==> config.mk <==
export PLATFORM = sky130hd
export DESIGN_NAME = uart_rx_inbuf
export DESIGN_NICKNAME = d
export VERILOG_FILES = /design/src/rtl/uart_pkg.sv /design/src/rtl/uart_rx_inbuf_sync_ff.sv /design/src/rtl/uart_rx_inbuf.sv
export SDC_FILE = /design/constraint.sdc
export NUM_CORES = 1
export LEC_CHECK = 0
export ABC_CLOCK_PERIOD_IN_PS = 2020
export CELL_PAD_IN_SITES_DETAIL_PLACEMENT = 0
export CELL_PAD_IN_SITES_GLOBAL_PLACEMENT = 1
export CORE_MARGIN = 2
export CORE_UTILIZATION = 41
export DETAILED_ROUTE_END_ITERATION = 10
export GPL_ROUTABILITY_DRIVEN = 0
export PLACE_DENSITY_LB_ADDON = 0.1
export SYNTH_ARGS = -nofsm -noshare
export SYNTH_HDL_FRONTEND = slang
export SYNTH_HIERARCHICAL = 1
export SYNTH_SLANG_ARGS = --single-unit
==> constraint.sdc <==
create_clock -name clk -period 2.02 [get_ports clk]
set_input_delay 0.303 -clock clk [delete_from_list [all_inputs] [get_ports clk]]
set_output_delay 0.303 -clock clk [all_outputs]
set_load 0.03 [all_outputs]
==> src/rtl/uart_pkg.sv <==
// uart_pkg: shared receiver state encoding and frame width
package uart_pkg;
    typedef enum logic [1:0] {IDLE, START, DATA, STOP} rx_state_t;
    localparam int DATA_BITS = 8;
endpackage

==> src/rtl/uart_rx_inbuf_sync_ff.sv <==
// sync_ff: STAGES-deep synchroniser, resets to 1 (line idle)
//   clk, rst (async active-low), i_d async input, o_q synchronised output
module sync_ff #(
    parameter int STAGES = 2
) (
    input  logic clk,
    input  logic rst,
    input  logic i_d,
    output logic o_q
);
    logic [STAGES-1:0] r_sync;
    always_ff @(posedge clk or negedge rst)
        if (!rst) r_sync <= '1;
        else r_sync <= {r_sync[STAGES-2:0], i_d};
    assign o_q = r_sync[STAGES-1];
endmodule

==> src/rtl/uart_rx_inbuf.sv <==
// uart_rx_inbuf: 8N1 UART receiver pushing good bytes into the input FIFO
//   clk, rst (async active-low), rx serial in, full FIFO flag
//   push_back one-cycle push, data_out byte, overrun/frame_err one-cycle drop pulses
module uart_rx_inbuf
    import uart_pkg::*;
#(
    parameter int CLKS_PER_BIT = 104,
    parameter int SYNC_STAGES  = 2
) (
    input  logic       clk,
    input  logic       rst,
    input  logic       rx,
    input  logic       full,
    output logic       push_back,
    output logic [7:0] data_out,
    output logic       overrun,
    output logic       frame_err
);
    localparam int CW = $clog2(CLKS_PER_BIT);
    localparam logic [CW-1:0] HALF = CW'(CLKS_PER_BIT / 2 - 1);
    localparam logic [CW-1:0] LAST = CW'(CLKS_PER_BIT - 1);
    logic                 w_rx_s;
    logic                 w_tick;
    rx_state_t            r_state;
    logic [CW-1:0]        r_cnt;
    logic [2:0]           r_idx;
    logic [DATA_BITS-1:0] r_shift;
    logic                 r_armed;
    sync_ff #(.STAGES(SYNC_STAGES)) u_sync (
        .clk (clk),
        .rst (rst),
        .i_d (rx),
        .o_q (w_rx_s)
    );
    assign w_tick = r_cnt == '0;
    // r_armed: a start edge only counts after the line has been seen high,
    // so a held break yields a single frame_err rather than a stream of them
    always_ff @(posedge clk or negedge rst) begin
        if (!rst) begin
            r_state   <= IDLE;
            r_cnt     <= '0;
            r_idx     <= '0;
            r_shift   <= '0;
            r_armed   <= 1'b0;
            push_back <= 1'b0;
            data_out  <= 8'h00;
            overrun   <= 1'b0;
            frame_err <= 1'b0;
        end else begin
            push_back <= 1'b0;
            overrun   <= 1'b0;
            frame_err <= 1'b0;
            case (r_state)
                IDLE:
                    if (r_armed && !w_rx_s) begin
                        r_cnt   <= HALF;
                        r_armed <= 1'b0;
                        r_state <= START;
                    end else r_armed <= w_rx_s;
                START:
                    if (!w_tick) r_cnt <= r_cnt - 1'b1;
                    else if (w_rx_s) begin
                        r_armed <= 1'b1;
                        r_state <= IDLE;
                    end else begin
                        r_cnt   <= LAST;
                        r_idx   <= '0;
                        r_state <= DATA;
                    end
                DATA:
                    if (!w_tick) r_cnt <= r_cnt - 1'b1;
                    else begin
                        r_shift[r_idx] <= w_rx_s;
                        r_cnt          <= LAST;
                        r_idx          <= r_idx + 3'd1;
                        if (r_idx == 3'(DATA_BITS - 1)) r_state <= STOP;
                    end
                STOP:
                    if (!w_tick) r_cnt <= r_cnt - 1'b1;
                    else begin
                        r_state   <= IDLE;
                        r_armed   <= w_rx_s;
                        frame_err <= !w_rx_s;
                        overrun   <= w_rx_s && full;
                        push_back <= w_rx_s && !full;
                        if (w_rx_s && !full) data_out <= r_shift;
                    end
                default: r_state <= IDLE;
            endcase
        end
    end
endmodule
==> key figures <==
Clocking
  • CTS clk-pin slew, worst paths: 70 ps
  • Worst-skew pair later-pin latency: 280 ps
  • CTS H-Tree Depth: 2
  • Longest Clk Path Bufs: 2
  • CTS sink count: 34
  • Root Buffer: clkbuf_8
  • CTS buffer count: 5
  • CTS tree: yes

Placed design
  • I/O Buffers: 14
  • HPWL Detailed: 2.41 mm

STA
  • Tcrit/Tclk final: 92.3%
  • Fmax: 536 MHz
  • Setup TNS: 0 ps
  • Endpoints failing setup: 0
  • Minimum clock period: 1870 ps
  • Max Slew Vio Count: 0
  • Slew headroom: 70.8%
  • Worst-Margin Slew: 438 ps
  • Final Hold Vio Count: 0
  • RSZ-0062 raised after global routing: no
  • Clk_skew: 5.60 ps

Global route
  • Number of antenna violations at the first check in global routing: 0
  • Total congestion overflow: 0
  • GRT Total Usage: 16.9%
  • First-pass GRT wire length: 5.71 mm
  • Largest net degree at the start of global routing: 35
  • Vias in the first global route: 1203

Synth
  • Post-synthesis register bit count: 34
  • YS warnings: 6
  • Syn_nets: 163
  • EDFF count, synth: 0
  • Mapped cell area: 0.00169 mm^2
  • Netlist cell types: 40
  • Asr flop ratio synth: 100%
  • Post-synthesis area per instance: 11.3 um^2
  • Register area share after synthesis: 50.4%
  • Predominant post-synthesis flop cell: dfrtp_1
  • Mapped Cells: 150

Layout
  • Nets: 190
  • Synth-to-Final Area Change: 20.4%
  • Number of diodes: 0
  • Filler cells: 369
  • Layout cells sized above 1: 21.9%
  • Final Core Density: 51.0%

Pwr
  • Leakage: 0.954 nW
  • Peak VDD IR: 605 uV
  • Power Density: 1160 mW/mm^2

Routing
  • Antenna Nets Post-Route: 0
  • Vias per cell: 5.37
  • Via count: 1225
  • Pre-antenna DRT Iters: 4
  • DRT Wirelength: 3.29 mm
  • Drc violations: 0
  • Routed wire length per instance: 14.4 um
  • Drt initial violations: 78

Worst setup path
  • CP top delay family: simple AND/OR/NAND/NOR gates
  • CP Cell Sequence: inv_1 > ha_1 > nor4b_4 > and2_4 > nand3_4 > nor2_8 > mux2_2
  • Crit Path Class: reg -> reg
  • Critical path startpoint category: flip-flop
  • Max incr delay on CP: 400 ps
  • Worst EP arrival: 2040 ps
  • Setup crit end kind: flip-flop
  • Sum of buffers and inverters on the critical path: 1
  • Req. time, crit path: 2190 ps
  • Crit-path max FO: 9
  • Worst path slowest cell: dfrtp_1

Worst hold path
  • Type of the most critical hold path: reg -> reg

Floorplanning
  • Chip Height: 68.3 um
  • Die area: 0.00466 mm^2
  • Starting Density: 42.3%
  • Rows: 23
  • Die Span X: 68.3 um
  • I/O pin count: 15
  • CORE AREA: 0.00400 mm^2

Outcome
  • Outcome: complete, no violations

Run
  • MaxCap Viol Count: 0
-- layer usage --
metal	up-vias	share of wire [%]	track usage [%]
li1	599	-	-
met4	0	2.0	6.75
met2	34	50	28.3
met5	-	0	0
met3	8	3.8	4.93
met1	584	44	20.2
-- worst reg2reg max path: cells and delay by family, from the launching register on --
family / cells / cell delay [ps]
muxes: 1 / 350
buffers and inverters: 1 / 80
adders and majority gates: 1 / 170
and+or+nand+nor: 4 / 750
DFF: 1 / 400
-- final timing paths --
path                                       startpoint                         end  slack [ps]  cells past startpoint
setup / recovery                 r_cnt[1]$_DFFE_PN0P_     data_out[1]$_DFFE_PN0P_         150                      7
hold / removal             u_sync/r_sync[0]$_DFF_PN1_  u_sync/r_sync[1]$_DFF_PN1_         360                      0
setup reg to reg                 r_cnt[1]$_DFFE_PN0P_     data_out[1]$_DFFE_PN0P_         150                      7
hold reg to reg            u_sync/r_sync[0]$_DFF_PN1_  u_sync/r_sync[1]$_DFF_PN1_         360                      0
max in group asynchronous                         rst  u_sync/r_sync[0]$_DFF_PN1_        1250                      2
min in group asynchronous                         rst        r_cnt[1]$_DFFE_PN0P_         430                      2
-- power by group --
group | internal, mW | switching (mW)
Clock | 0.275 | 0.242
Sequential | 0.790 | 0.0922
Combinational | 0.421 | 0.552
Total | 1.49 | 0.887
-- registers in the layout, indices dropped and copies added (netlist names), named ones only --
name	flops
r_idx	3
data_out	8
frame_err	1
r_armed	1
push_back	1
r_shift	8
overrun	1
r_state	1
u_sync/r_sync	2
r_cnt	7
-- synthesized netlist by cell type, types with 2 or more instances --
cell / number / area [um^2]
dfrtp_1: 32 / 801
o21ai_0: 13 / 65.1
mux2_2: 11 / 124
ha_1: 9 / 113
a21oi_1: 8 / 40.0
inv_1: 8 / 30.0
nand2_1: 8 / 30.0
nor2_1: 8 / 30.0
nand3_1: 6 / 30.0
o31ai_1: 6 / 45.0
nor3_1: 4 / 20.0
a211oi_1: 2 / 15.0
a21o_1: 2 / 15.0
a22o_1: 2 / 17.5
and3_2: 2 / 15.0
dfstp_2: 2 / 52.6
nand2b_1: 2 / 12.5
nand3_4: 2 / 35.0
o21ai_1: 2 / 10.0
-- cell type report --
cell class / instances / area [um^2] / share of cell area [%]
multi-input combinational: 104 / 790 / 38.7
tap: 50 / 62.6 / 3.07
inverter: 9 / 33.8 / 1.66
sequential: 34 / 853 / 41.9
clock buffer: 7 / 86.3 / 4.24
timing repair buffer: 23 / 208 / 10.2
clock inverter: 1 / 5.00 / 0.246
-- timing repair --
item	4_1_cts	5_1_grt
gates resized for setup	0	2
hold buffers	0	0
setup buffers	0	0
setup endpoints to repair	0	16
-- per-stage QoR --
stage	hold slack, ps	cell area [um^2]	instances	total power [mW]	setup slack (ps)
detailed placement	350	1940	220	1.86	44.7
finish	359	2040	228	2.37	155
global placement	347	1940	220	1.84	111
floorplan	7.41	1690	150	1.58	68.6
global route	371	2040	228	2.57	25.0
CTS	360	2040	228	2.39	17.7
-- cell usage in the layout (no fill, tap or decap), drive strengths merged, types with 7 or more instances in the layout --
master	instances
nand3	8
mux2	11
buf	9
ha	9
a21oi	8
dfrtp	32
clkbuf	7
nand2	8
nor2	9
inv	8
clkdlybuf4s50	14
o21ai	15
-- cells by family (layout without fill, tap and decap cells) --
family                     after synthesis  in the layout  share of synthesized area [%]
AOI/OAI and AO/OA                       43             43                           16.0
xor gates and xnor gates                 1              1                          0.517
muxes                                   12             12                           7.91
and+or+nand+nor                         39             39                           15.4
DFF                                     34             34                           50.4
buffers and inverters                   12             40                           3.10
adders and majority gates                9              9                           6.65
Power figures use the tool's default switching activity.
